### src/rtl/rv_wb_arb_pkg.sv
// Shared core constants and the writeback-entry layout used by the LSU result FIFO.
package rv_wb_arb_pkg;

    localparam int unsigned XLEN   = 64;
    localparam int unsigned REG_AW = 5;
    localparam int unsigned NREG   = 32;

    localparam int unsigned WB_ENTRY_W = REG_AW + XLEN;

    // FIFO entries are packed as {rd, data}; rd sits in the upper bits.
    typedef struct packed {
        logic [REG_AW-1:0] rd;
        logic [XLEN-1:0]   data;
    } wb_entry_t;

endpackage

### src/rtl/rv_wb_fifo.sv
// Synchronous FIFO for buffered LSU writeback entries; head is read combinationally.
module rv_wb_fifo #(
    parameter int unsigned Width = 69,
    parameter int unsigned Depth = 2,
    localparam int unsigned PtrW = (Depth > 1) ? $clog2(Depth) : 1,
    localparam int unsigned CntW = $clog2(Depth + 1)
) (
    input  logic             clk,
    input  logic             rst,
    input  logic             clr_i,
    input  logic             push_i,
    input  logic             pop_i,
    input  logic [Width-1:0] wdata_i,
    output logic [Width-1:0] rdata_o,
    output logic             full_o,
    output logic             empty_o
);

    logic [Width-1:0] mem_q [Depth];
    logic [PtrW-1:0]  wr_ptr_q, wr_ptr_d;
    logic [PtrW-1:0]  rd_ptr_q, rd_ptr_d;
    logic [CntW-1:0]  count_q, count_d;
    logic             full_q, full_d;
    logic             empty_q, empty_d;

    always_comb begin
        wr_ptr_d = wr_ptr_q;
        rd_ptr_d = rd_ptr_q;
        count_d  = count_q;
        if (clr_i) begin
            wr_ptr_d = '0;
            rd_ptr_d = '0;
            count_d  = '0;
        end else begin
            if (push_i) wr_ptr_d = wr_ptr_q + 1'b1;
            if (pop_i)  rd_ptr_d = rd_ptr_q + 1'b1;
            if (push_i && !pop_i)      count_d = count_q + 1'b1;
            else if (pop_i && !push_i) count_d = count_q - 1'b1;
        end
        full_d  = (count_d == CntW'(Depth));
        empty_d = (count_d == '0);
    end

    always_ff @(posedge clk) begin
        if (rst) begin
            wr_ptr_q <= '0;
            rd_ptr_q <= '0;
            count_q  <= '0;
            full_q   <= 1'b0;
            empty_q  <= 1'b1;
        end else begin
            wr_ptr_q <= wr_ptr_d;
            rd_ptr_q <= rd_ptr_d;
            count_q  <= count_d;
            full_q   <= full_d;
            empty_q  <= empty_d;
        end
    end

    always_ff @(posedge clk) begin
        if (push_i && !clr_i) mem_q[wr_ptr_q] <= wdata_i;
    end

    assign rdata_o = mem_q[rd_ptr_q];
    assign full_o  = full_q;
    assign empty_o = empty_q;

endmodule

### src/rtl/rv_wb_arb.sv
// Writeback arbiter: merges ALU and LSU results onto the single register-file write port
// and tracks outstanding LSU destinations in a pending scoreboard.
module rv_wb_arb
    import rv_wb_arb_pkg::*;
#(
    parameter int unsigned XLEN  = 64,
    parameter int unsigned DEPTH = 2
) (
    input  logic              clk,
    input  logic              rst,
    input  logic              flush_i,
    input  logic              alu_vld_i,
    input  logic [REG_AW-1:0] alu_rd_i,
    input  logic [XLEN-1:0]   alu_data_i,
    output logic              alu_rdy_o,
    input  logic              lsu_vld_i,
    input  logic [REG_AW-1:0] lsu_rd_i,
    input  logic [XLEN-1:0]   lsu_data_i,
    output logic              lsu_rdy_o,
    input  logic              iss_vld_i,
    input  logic [REG_AW-1:0] iss_rd_i,
    output logic [NREG-1:0]   pend_o,
    output logic              wr_en_o,
    output logic [REG_AW-1:0] wr_reg_o,
    output logic [XLEN-1:0]   wr_data_o
);

    localparam int unsigned EntryW = REG_AW + XLEN;

    logic              fifo_full, fifo_empty;
    logic [EntryW-1:0] fifo_head;
    logic              rdy;
    logic              alu_fire, lsu_fire;
    logic              push, pop;
    logic              win_vld, win_lsu;
    logic [REG_AW-1:0] win_rd;
    logic [XLEN-1:0]   win_data;

    logic [NREG-1:0]   pend_q, pend_d;
    logic              wr_en_q;
    logic [REG_AW-1:0] wr_reg_q;
    logic [XLEN-1:0]   wr_data_q;

    // Readiness comes only from the registered full flag: no path from *_vld_i.
    assign rdy       = !fifo_full;
    assign alu_rdy_o = rdy;
    assign lsu_rdy_o = rdy;

    always_comb begin
        alu_fire = alu_vld_i && rdy;
        lsu_fire = lsu_vld_i && rdy;
        push     = 1'b0;
        pop      = 1'b0;
        win_vld  = 1'b0;
        win_lsu  = 1'b0;
        win_rd   = '0;
        win_data = '0;
        if (!flush_i) begin
            if (alu_fire) begin
                win_vld  = 1'b1;
                win_rd   = alu_rd_i;
                win_data = alu_data_i;
                push     = lsu_fire;
            end else if (!fifo_empty) begin
                pop      = 1'b1;
                win_vld  = 1'b1;
                win_lsu  = 1'b1;
                win_rd   = fifo_head[EntryW-1:XLEN];
                win_data = fifo_head[XLEN-1:0];
                push     = lsu_fire;
            end else if (lsu_fire) begin
                win_vld  = 1'b1;
                win_lsu  = 1'b1;
                win_rd   = lsu_rd_i;
                win_data = lsu_data_i;
            end
        end
    end

    // A new issue to the same register outranks the clear from an older load.
    always_comb begin
        pend_d = pend_q;
        if (win_lsu) pend_d[win_rd] = 1'b0;
        if (iss_vld_i && (iss_rd_i != '0)) pend_d[iss_rd_i] = 1'b1;
        if (flush_i) pend_d = '0;
    end

    always_ff @(posedge clk) begin
        if (rst) begin
            pend_q    <= '0;
            wr_en_q   <= 1'b0;
            wr_reg_q  <= '0;
            wr_data_q <= '0;
        end else begin
            pend_q  <= pend_d;
            wr_en_q <= win_vld && (win_rd != '0);
            if (win_vld) begin
                wr_reg_q  <= win_rd;
                wr_data_q <= win_data;
            end
        end
    end

    rv_wb_fifo #(
        .Width (EntryW),
        .Depth (DEPTH)
    ) u_fifo (
        .clk     (clk),
        .rst     (rst),
        .clr_i   (flush_i),
        .push_i  (push),
        .pop_i   (pop),
        .wdata_i ({lsu_rd_i, lsu_data_i}),
        .rdata_o (fifo_head),
        .full_o  (fifo_full),
        .empty_o (fifo_empty)
    );

    assign pend_o    = pend_q;
    assign wr_en_o   = wr_en_q;
    assign wr_reg_o  = wr_reg_q;
    assign wr_data_o = wr_data_q;

endmodule

### config.mk
export PLATFORM = sky130hd
export DESIGN_NAME = rv_wb_arb
export DESIGN_NICKNAME = d
export VERILOG_FILES = /design/src/rtl/rv_wb_arb_pkg.sv /design/src/rtl/rv_wb_fifo.sv /design/src/rtl/rv_wb_arb.sv
export SDC_FILE = /design/constraint.sdc
export NUM_CORES = 1
export LEC_CHECK = 0
export BUFFER_PORTS_ARGS = -buffer_cell sky130_fd_sc_hd__buf_2
export CORE_UTILIZATION = 45
export DETAILED_ROUTE_END_ITERATION = 16
export GPL_ROUTABILITY_DRIVEN = 0
export HOLD_SLACK_MARGIN = 0.02
export PLACE_DENSITY = 0.69
export REMOVE_ABC_BUFFERS = 1
export SLEW_MARGIN = 20
export SYNTH_ARGS = -nofsm -noshare
export SYNTH_HDL_FRONTEND = slang
export SYNTH_HIERARCHICAL = 1
export SYNTH_SLANG_ARGS = --single-unit
### constraint.sdc
create_clock -name clk -period 10.3 [get_ports clk]
set_input_delay 2.06 -clock clk [delete_from_list [all_inputs] [get_ports clk]]
set_output_delay 2.06 -clock clk [all_outputs]
set_load 0.05 [all_outputs]
Yosys cells after proc, flatten, opt, wreduce, memory -nomap -nowiden
Memory sizes are Yosys's and may differ from the RTL's. A register that Yosys moved wholly into a read port is not among the register bits.
Index checks and enable logic that the tools add are counted.
Widths: inputs -> output; s select.
- flip-flop bits (word level): 108
- bits in writable memories: 138
- input port bits: 149
- memories: 1
- memories (name ; depth ; bits a word ; read ports ; clocked after Yosys merged registers in ; wr ports ; RTL line ; RTL):
    u_fifo.mem_q ; 2 ; 69 ; 1 ; 1 ; 1 ; rv_wb_fifo.sv:19 ; logic [Width-1:0] mem_q [Depth];
- add/sub/neg operators: 4
- magnitude comparators: 4
- eq/ne operators: 1
- muxes and demuxes: 33
- bitwise logic cells: 3
- reductions and logical operators: 17
- operator list (operator ; count):
    $mux 64 ; 4
    $mux 32 ; 2
    $and 32x32->32 ; 1
    $not 32->32 ; 1
    $or 32x32->32 ; 1
    $mux 5 ; 4
    $mux 1 ; 18
    $lt 5x6->1 const B ; 2
    $demux 1 s5 ; 2
    $ge 5x1->1 const B ; 2
    $reduce_bool 5->1 ; 2
    $logic_and 1x1->1 ; 9
    $mux 2 ; 3
    $logic_not 1->1 ; 4
    $add 1x1->1 const B ; 2
    $add 2x1->2 const B ; 1
    $eq 2x2->1 const B ; 1
    $logic_not 2->1 ; 1
    $reduce_or 2->1 ; 1
    $sub 2x1->2 const B ; 1

Depth between registers and ports, before layout
Gate-level depths: netlist (run 1).
- word-level depth: 15
- gate-level depth with buffers: 9
- mapped depth without buffers: 6

Modules after synthesis
The synthesis (run 1) kept the hierarchy.
- by module, submodules not included (module ; instances ; cells an instance ; area each (µm²) ; seq. area each (µm²)):
    rv_wb_arb ; 1 ; 556 ; 5292.6 ; 2042.0
    rv_wb_fifo ; 1 ; 245 ; 5262.5 ; 4284.1

Least setup slack after synthesis (run 1)
OpenSTA, ideal clock, no wires.
- path type: in2reg
- from: input port flush_i
- to: memory u_fifo.mem_q[0][0], enable pin
- setup time: 597 ps
- arrival: 7867 ps
- required time: 9703 ps
- path slack: 1836 ps
- stages: 3
- path buffers: 1
- cell sequence: buf_2 > nor3_1 > nor3b_1
- word-level cells in the longest chain between the ends: 4
- elaborated cells between the ends (all ways): 5
- ends and longest elaborated chain (element ; RTL line ; RTL):
    start, declared ; rv_wb_arb.sv:11 ; input logic flush_i,
    $mux 1 ; rv_wb_arb.sv:58 ; if (!flush_i) begin
    net push ; rv_wb_arb.sv:34 ; logic push, pop;
    $logic_and 1x1->1 ; rv_wb_fifo.sv:61 ; if (push_i && !clr_i) mem_q[wr_ptr_q] <= wdata_i;
    $mux 1 ; rv_wb_fifo.sv:61 ;
    $mux 1 (not written as such) ; rv_wb_fifo.sv:61 ;
    end, declared ; rv_wb_fifo.sv:19 ;
The timed path passes the listed nets, and every way through them passes these cells.

Worst setup path after layout (run 1)
- from: input port alu_vld_i
- to: memory u_fifo.mem_q[0][8], enable pin
- word-level cells in the longest chain between the ends: 6
- ends and longest elaborated chain (element ; RTL line ; RTL):
    start, declared ; rv_wb_arb.sv:12 ; input logic alu_vld_i,
    $logic_and 1x1->1 ; rv_wb_arb.sv:50 ; alu_fire = alu_vld_i && rdy;
    $mux 1 ; rv_wb_arb.sv:59 ; if (alu_fire) begin
    $mux 1 ; rv_wb_arb.sv:58 ;
    net push ; rv_wb_arb.sv:34 ;
    $logic_and 1x1->1 ; rv_wb_fifo.sv:61 ;
    $mux 1 ; rv_wb_fifo.sv:61 ;
    $mux 1 (not written as such) ; rv_wb_fifo.sv:61 ;
The timed path passes the listed nets, and every way through them passes these cells.

==> impl_metrics.csv, run 1 <==
group,metric,value,unit
die,num_rows,55,
yosys,async_flop_share,0,%
critical_path,crit_cells,5,
drt,first_pass_iters,5,
global_routing,grtUsageTotal,21.8,%
timing,skew,10.8,ps
layout,layout.nets,1172,
layout,drive_gt1_share,38.4,%
power_and_ir_drop,cellLeakagePower,4.83,nW
power_and_ir_drop,peakVddDrop,80.5,µV
drt,totalWireLength,27.1,mm
critical_path,crit_fanout,69,
layout,areaGrowthSynthToFinish,20.8,%
layout,postLayoutCoreUtil,55.8,%
yosys,yosysTopAreaCellShare,39.3,%
power_and_ir_drop,power-per-cell-area,175,nW/µm²
global_routing,grt_max_degree,84,
clocking,cts-buffers-inserted,27,
layout,nFillCells,1940,
place,place_ws,5860,ps
status,outcome,"finished, final reports clean",
clocking,clkTransAtPathRegs,60,ps
power_and_ir_drop,p_sw,0.563,mW
global_routing,grt_pass1_wl,41.6,mm
clocking,clock_sinks,247,
critical_path,cp_slowest_cell,"buf_4",
drt,drtAntennaViolNets,0,
critical_path,cp.arrival,4010,ps
timing,fin_crit,3870,ps
layout,final_common_cell,"buf_2",
timing,fmax,258,MHz
yosys,synth_seq_cells,247,
clocking,clk_latency,520,ps
yosys,synth_ff_type,"edfxtp_1",
critical_path,crit_path_max_incr_delay,770,ps
clocking,htreeDepth,1,
yosys,syn_inst,801,
die,dieArea,24100,µm²
timing,finalHoldViolations,0,
job,max-cap-violations,0,
clocking,cts_buffer_depth,3,
timing,period_share,37.6,%
power_and_ir_drop,power_frac_seq,48.4,%
die,die_w,155,µm
yosys,synth_edf_count,138,
critical_path,worstPathRequired,10430,ps
place,dpl-instance-area,11900,µm²
power_and_ir_drop,p_int,1.67,mW
worst_hold_path,worstHoldPathType,"reg -> reg",
yosys,ys_types,53,
yosys,yosysTopAreaCell,"edfxtp_1",
power_and_ir_drop,switching_share,25.3,%
yosys,synth_area,10600,µm²
layout,final_cell_mix,"buf_2, edfxtp_1, dfxtp_1",
timing,rsz0062_at_grt,"false",
critical_path,critPathTopFamily,"buffers and inverters",
place,post-dp-hpwl,17.0,mm
critical_path,path_cells,"buf_2 > nor2_1 > nor3_1 > nor3b_2 > buf_4",
layout,stdcell_area,12800,µm²
timing,setup_ws,6430,ps
yosys,synth_seq_area_share,59.9,%
clocking,ctsResizeCount,0,
layout,instances_no_fill,1362,
die,die_h,155,µm
yosys,ys.warnings.count,6,
timing,max-slew-margin-rel,24.6,%
drt,vias,7830,
critical_path,crit_type,"in -> reg",
timing,finalSetupViolCount,0,
die,start_util,46.2,%
timing,setup-tns-final,0,ps
place,placed_cells,1307,
drt,routedWlPerCell,19.9,µm
global_routing,grt_antenna_before_repair,5,
place,port_buffers,252,
power_and_ir_drop,combPwrFrac,11.7,%
die,ios,253,
critical_path,reg2reg_depth,5,
drt,drcViolationCount,0,
drt,drt-initial-drc-count,651,
yosys,syn_avg_cell_area,13.2,µm²
drt,viasPerCell,5.75,
clocking,cts_setup_buffers,0,
clocking,cts_hold_buf,0,
worst_hold_path,hold_depth,2,
critical_path,cp-end-kind,"flip-flop",
power_and_ir_drop,clockPowerShare,39.9,%
clocking,root_buffer,"clkbuf_16",
global_routing,grt_remaining_overflow,0,
clocking,tritoncts,"done",
critical_path,worstSetupStartpointType,"primary input",
yosys,synth.area.top_cells,"edfxtp_1, dfxtp_1, mux2_2",
critical_path,crit_buf_inv,2,
timing,slew_viol_final,0,
global_routing,grt_pass1_vias,7467,
die,core-area,22800,µm²
timing,worst_pin_slew,1130,ps
worst register-to-register path: stages, from the launching register on:
cell	delay [ps]
dfxtp_1	430
inv_2	480
nor2_1	90
nor3_1	600
nor3b_2	270
buf_4	770
power groups by stage:
stage	combinational [mW]	sequential, mW	clock, mW
after floorplan	0.0970	1.17	0
after global placement	0.257	1.10	0
after detailed placement	0.260	1.10	0
after CTS	0.261	1.08	0.908
after global routing	0.277	1.08	0.948
final	0.260	1.08	0.889
cell type report:
type / count / area (µm²) / area share (%)
sequential: 247 / 6330 / 49.6
multi-input combinational: 483 / 3870 / 30.3
timing repair buffer: 261 / 1330 / 10.4
clock buffer: 42 / 772 / 6.05
tap: 313 / 392 / 3.07
clock inverter: 7 / 38.8 / 0.304
antenna: 6 / 15.0 / 0.118
inverter: 3 / 11.3 / 0.0883
worst paths after layout:
kind	end	slack (ps)	from
min reg2reg	pend_o[0]$_SDFF_PP0_	450	pend_o[0]$_SDFF_PP0_
min	pend_o[0]$_SDFF_PP0_	450	pend_o[0]$_SDFF_PP0_
max	u_fifo/mem_q[0][8]$_DFFE_PP_	6430	alu_vld_i
max reg2reg	u_fifo/mem_q[0][8]$_DFFE_PP_	7210	u_fifo/empty_o$_SDFF_PP1_
synth_stat cells, drive strengths merged (29+ instances only):
master / number
a32o: 63
nand2b: 66
edfxtp: 138
a21oi: 38
buf: 39
a221o: 63
o21ai: 33
clkbuf: 29
nor4: 31
dfxtp: 109
mux2: 69
nor2: 45
sequential cells by signal (all words and copies together) (netlist names), named ones only:
register / count
u_fifo/rd_ptr_q: 1
u_fifo/full_o: 1
u_fifo/count_q: 2
u_fifo/empty_o: 1
wr_reg_o: 5
wr_en_o: 1
u_fifo/mem_q: 138
pend_o: 32
u_fifo/wr_ptr_q: 1
wr_data_o: 64
per-layer routing:
layer  vias up  routed length [µm]  GRT usage (%)  share of wire, %
li1       3641                   -              -                 -
met1      3811               11500           29.0                42
met2       329               12700           35.1                47
met3        47                2370           5.40               8.8
met4         2                 529           6.74               2.0
met5         -                  13              0             0.048
metrics by stage:
stage / total power [mW] / hold WS [ps]
2_1_floorplan: 1.27 / 445
3_3_place_gp: 1.36 / 419
3_5_place_dp: 1.36 / 431
4_1_cts: 2.25 / 446
5_1_grt: 2.31 / 463
6_report: 2.23 / 453
logic make-up (layout without fill, tap and decap cells):
kind of cell	count (synthesis)	in the layout	synth area share [%]
simple gates	194	194	11.2
xor+xnor	3	3	0.249
buf+inv	71	313	3.69
other cells	0	6	0
mux	70	70	7.46
compound gates	216	216	17.5
flops	247	247	59.9
No activity file was read; power rests on OpenSTA's default activity.
==> run 2: changes to the inputs <==
Settings changed: PLACE_DENSITY 0.69 to 0.72.
Clock period 10.3 ns to 3.5 ns, I/O delays scaled along.
==> run 2 against run 1 <==
Sequential share of layout area decreased by 0.66 points. Final area up 1.4%. Global-route usage increased by 0.36 points. Die area did not move. Flip-flop and latch count did not move. Critical endpoint is now wr_data_o[41]$_SDFFE_PP0P_.
==> impl_metrics.csv, run 2 (synthesized netlist as in run 1, its figures left out) <==
group,metric,value,unit
layout,final_common_cell,"buf_2",
layout,final_cell_mix,"buf_2, edfxtp_1, dfxtp_1",
global_routing,grt_max_degree,75,
layout,seq_area,6330,µm²
worst_hold_path,hp-start,"lsu_data_i[22]",
drt,routedWlPerCell,20.1,µm
layout,largest_register,"u_fifo/mem_q",
critical_path,crit_path_max_incr_delay,650,ps
layout,layout.nets,1181,
place,post-dp-hpwl,17.9,mm
power_and_ir_drop,peakVddDrop,255,µV
status,outcome,"finished, final reports clean",
timing,period_share,74.3,%
drt,totalWireLength,27.6,mm
global_routing,grt_antenna_before_repair,6,
drt,drcViolationCount,0,
die,num_rows,55,
drt,viasPerCell,5.69,
global_routing,grt_pass1_wl,41.8,mm
timing,worst_pin_slew,948,ps
critical_path,cp_slowest_cell,"o21ai_1",
worst_hold_path,worstHoldPathType,"in -> reg",
timing,slew_viol_final,0,
global_routing,grt_remaining_overflow,0,
clocking,htreeDepth,1,
timing,fin_crit,2600,ps
clocking,clock_sinks,247,
drt,vias,7802,
layout,areaGrowthSynthToFinish,22.5,%
critical_path,cp-end-kind,"flip-flop",
place,dpl-instance-area,12000,µm²
timing,finalHoldViolations,0,
clocking,root_buffer,"clkbuf_16",
die,dieArea,24100,µm²
timing,skew,15.6,ps
power_and_ir_drop,power-per-cell-area,520,nW/µm²
power_and_ir_drop,cellLeakagePower,4.92,nW
global_routing,grtUsageTotal,22.2,%
critical_path,cp.arrival,3050,ps
timing,rsz0062_at_grt,"false",
clocking,clk_latency,520,ps
die,die_h,155,µm
die,ios,253,
critical_path,worstPathRequired,3950,ps
critical_path,worstSetupStartpoint,"u_fifo/empty_o$_SDFF_PP1_",
drt,drtAntennaViolNets,0,
layout,nFillCells,1970,
layout,drive_gt1_share,39.1,%
clocking,cts_setup_buffers,0,
clocking,cts_hold_buf,0,
layout,multi_input_area,3860,µm²
clocking,cts_buffer_depth,3,
timing,hold_ws,385,ps
layout,largest_reg_flops,138,
global_routing,grt_pass1_vias,7578,
timing,fmax,385,MHz
layout,stdcell_area,12900,µm²
clocking,ctsResizeCount,0,
critical_path,r2r_start,"u_fifo/empty_o$_SDFF_PP1_",
clocking,cts-buffers-inserted,26,
clocking,clkTransAtPathRegs,60,ps
timing,setup-tns-final,0,ps
critical_path,crit_type,"reg -> reg",
critical_path,worstSetupStartpointType,"flip-flop",
drt,drt-initial-drc-count,620,
timing,max-slew-margin-rel,36.8,%
drt,first_pass_iters,7,
critical_path,path_cells,"inv_2 > o21ai_1 > nor2b_4 > buf_4 > a32o_1",
clocking,tritoncts,"done",
die,die_w,155,µm
place,port_buffers,252,
critical_path,crit_fanout,42,
job,max-cap-violations,0,
timing,finalSetupViolCount,0,
die,core-area,22800,µm²
die,start_util,46.2,%
[run 2: final cells by class]
| type | instances | share of cell area [%] |
|---|---|---|
| flip-flops and latches | 247 | 49.0 |
| multi-input cells | 483 | 29.9 |
| repair buffers | 271 | 11.1 |
| clock buffers | 42 | 6.45 |
| well taps | 313 | 3.03 |
| clock inverters | 6 | 0.407 |
| diodes | 6 | 0.116 |
| inverters | 3 | 0.0871 |
[run 2: worst max-delay path: cells and delay by family (launching register included)]
family | cells | cell delay [ps]
AO/OA/AOI/OAI | 2 | 860
buffers and inverters | 2 | 800
flip-flops | 1 | 570
AND/OR/NAND/NOR | 1 | 280
[run 2: where the power goes]
group          switching (mW)  internal (mW)
Sequential             0.0351           3.14
Combinational           0.518          0.257
Clock                    1.08           1.69
Total                    1.63           5.09
[run 2: per-stage QoR]
stage,util (%),power (mW),setup slack (ps),instances
final,56.6,6.72,900,1371
after global routing,56.5,6.93,690,1368
after detailed placement,52.6,4.01,865,1317
after global placement,52.6,4.00,933,1317
after floorplan,-,3.72,-4230,733
after CTS,56.5,6.77,892,1365
[run 2: path summary, 6_finish.rpt]
kind / slack, ps / to / cells past startpoint
worst min register to register: 460 / pend_o[0]$_SDFF_PP0_ / 2
worst max register to register: 900 / wr_data_o[41]$_SDFFE_PP0P_ / 5
worst min-delay path: 390 / u_fifo/mem_q[0][22]$_DFFE_PP_ / 1
worst max-delay path: 900 / wr_data_o[41]$_SDFFE_PP0P_ / 5
[run 2: per-layer routing]
layer	track usage (%)	wire length, µm	vias up
met2	36.4	12900	332
met5	0	27	-
li1	-	-	3663
met3	5.13	2410	38
met1	29.4	11700	3765
met4	6.18	487	4
==> run 3: changes to the inputs <==
Settings changed: PLACE_DENSITY 0.72 to 0.69.
Clock period 3.5 ns to 2.51 ns, I/O delays scaled along.
==> run 3 against run 2 <==
Clock power increased by 41%. Sequential share of layout area decreased by 0.47 points. Critical path depth decreased by 1. Clock skew decreased by 8.9 ps. Die area unchanged. Clock-buffer cell count decreased by 3. Final cell count increased by 0.58%. Register-to-register slack got worse by 510 ps. Setup slack got worse by 510 ps. Power increased by 40%. Highest routed layer unchanged. Routed wire length decreased by 1.4%.
==> impl_metrics.csv, run 3 (synthesized netlist as in run 1, its figures left out) <==
group,metric,value,unit
critical_path,path_cells,"and4b_1 > o311a_1 > nor3_2 > a21oi_1",
clocking,root_buffer,"clkbuf_16",
clocking,cts_setup_buffers,0,
layout,drive_gt1_share,39.5,%
clocking,cts_hold_buf,0,
power_and_ir_drop,combPwrFrac,11.5,%
power_and_ir_drop,peakVddDrop,355,µV
layout,seq_area,6330,µm²
critical_path,cp-end-kind,"flip-flop",
worst_hold_path,worstHoldPathType,"in -> reg",
clocking,htreeDepth,1,
global_routing,grt_antenna_before_repair,5,
die,ios,253,
critical_path,cp_slowest_cell,"dfxtp_1",
critical_path,crit_path_max_incr_delay,690,ps
layout,largest_reg_flops,138,
global_routing,grt_pass1_wl,42.0,mm
status,outcome,"finished, final reports clean",
timing,worst_pin_slew,877,ps
global_routing,grt_max_degree,80,
clocking,ctsResizeCount,0,
layout,layout.nets,1190,
place,port_buffers,252,
timing,slew_viol_final,0,
layout,multi_input_area,3860,µm²
place,post-dp-hpwl,18.0,mm
place,place_ws,382,ps
job,max-cap-violations,0,
power_and_ir_drop,p_sw,2.28,mW
layout,final_common_cell,"buf_2",
die,die_h,155,µm
global_routing,grt_pass1_vias,7672,
drt,drcViolationCount,0,
power_and_ir_drop,p_int,7.13,mW
timing,setup_ws,391,ps
place,dpl-instance-area,12100,µm²
layout,postLayoutCoreUtil,57.1,%
critical_path,reg2reg_depth,4,
drt,routedWlPerCell,19.7,µm
die,die_w,155,µm
worst_hold_path,hp-start,"lsu_data_i[56]",
drt,viasPerCell,5.70,
timing,finalHoldViolations,0,
die,start_util,46.2,%
drt,vias,7860,
layout,stdcell_area,13100,µm²
critical_path,crit_fanout,17,
power_and_ir_drop,cellLeakagePower,4.99,nW
critical_path,r2r_start,"u_fifo/full_o$_SDFF_PP0_",
clocking,cts_buffer_depth,3,
clocking,clk_latency,510,ps
die,dieArea,24100,µm²
layout,areaGrowthSynthToFinish,23.7,%
drt,first_pass_iters,4,
power_and_ir_drop,power_frac_seq,47.0,%
critical_path,worstSetupStartpoint,"u_fifo/full_o$_SDFF_PP0_",
power_and_ir_drop,clockPowerShare,41.5,%
drt,totalWireLength,27.2,mm
layout,nFillCells,1936,
critical_path,worstSetupStartpointType,"flip-flop",
timing,max-slew-margin-rel,41.2,%
timing,fmax,472,MHz
timing,finalSetupViolCount,0,
timing,setup-tns-final,0,ps
die,core-area,22800,µm²
critical_path,worstPathRequired,2890,ps
drt,drt-initial-drc-count,531,
drt,drtAntennaViolNets,0,
timing,period_share,84.4,%
layout,final_cell_mix,"buf_2, edfxtp_1, dfxtp_1",
timing,fin_crit,2120,ps
clocking,cts-buffers-inserted,27,
critical_path,cp.arrival,2500,ps
global_routing,grt_remaining_overflow,0,
global_routing,grtUsageTotal,22.1,%
clocking,clkTransAtPathRegs,60,ps
timing,rsz0062_at_grt,"false",
critical_path,crit_type,"reg -> reg",
die,num_rows,55,
worst_hold_path,hold_depth,1,
power_and_ir_drop,switching_share,24.3,%
timing,skew,6.71,ps
layout,largest_register,"u_fifo/mem_q",
clocking,clock_sinks,247,
clocking,tritoncts,"done",
power_and_ir_drop,power-per-cell-area,721,nW/µm²
timing,hold_ws,198,ps
-- run 3: changes by cell type in the layout (fill, tap and decap cells not counted) --
cell,previous run,this run
buf_12,2,7
buf_4,17,20
bufinv_16,1,2
clkbuf_8,8,5
clkinv_1,2,3
clkinv_2,3,4
diode_2,6,5
inv_6,0,1
-- run 3: area by class of cell --
type / count / share of cell area, %
Tap cell: 313 / 3.00
Clock buffer: 39 / 6.07
Clock inverter: 10 / 0.767
Sequential cell: 247 / 48.5
Inverter: 3 / 0.0863
Antenna cell: 5 / 0.0958
Multi-Input combinational cell: 483 / 29.6
Timing Repair Buffer: 279 / 11.9
-- run 3: worst max-delay path, delay by kind of cell, from the launching register on --
kind	cells	cell delay, ps
and+or+nand+nor	2	730
DFF	1	690
AOI/OAI and AO/OA	2	570
-- run 3: power groups by stage --
stage	Clock, mW	Sequential, mW	Combinational (mW)
after detailed placement	0	4.51	1.09
after floorplan	0	4.79	0.398
after global placement	0	4.51	1.08
after CTS	3.98	4.43	1.09
final	3.90	4.43	1.09
after global routing	4.14	4.43	1.16
-- run 3: routing by layer --
layer  share of wire (%)  GRT usage, %  routed length (µm)
met1                  42          28.9               11500
met2                  48          36.9               13200
met3                 8.0          5.63                2190
met4                 1.0          4.62                 282
met5               0.099             0                  27
-- run 3: path summary, 6_finish.rpt --
kind         slack (ps)                       endpoint
max                 390          pend_o[26]$_SDFF_PP0_
min                 200  u_fifo/mem_q[0][56]$_DFFE_PP_
max reg2reg         390          pend_o[26]$_SDFF_PP0_
min reg2reg         460     wr_data_o[17]$_SDFFE_PP0P_
-- run 3: through the flow --
stage / std cells / power (mW)
6_report: 1379 / 9.42
4_1_cts: 1374 / 9.50
3_5_place_dp: 1325 / 5.60
3_3_place_gp: 1325 / 5.58
2_1_floorplan: 733 / 5.19
5_1_grt: 1375 / 9.74
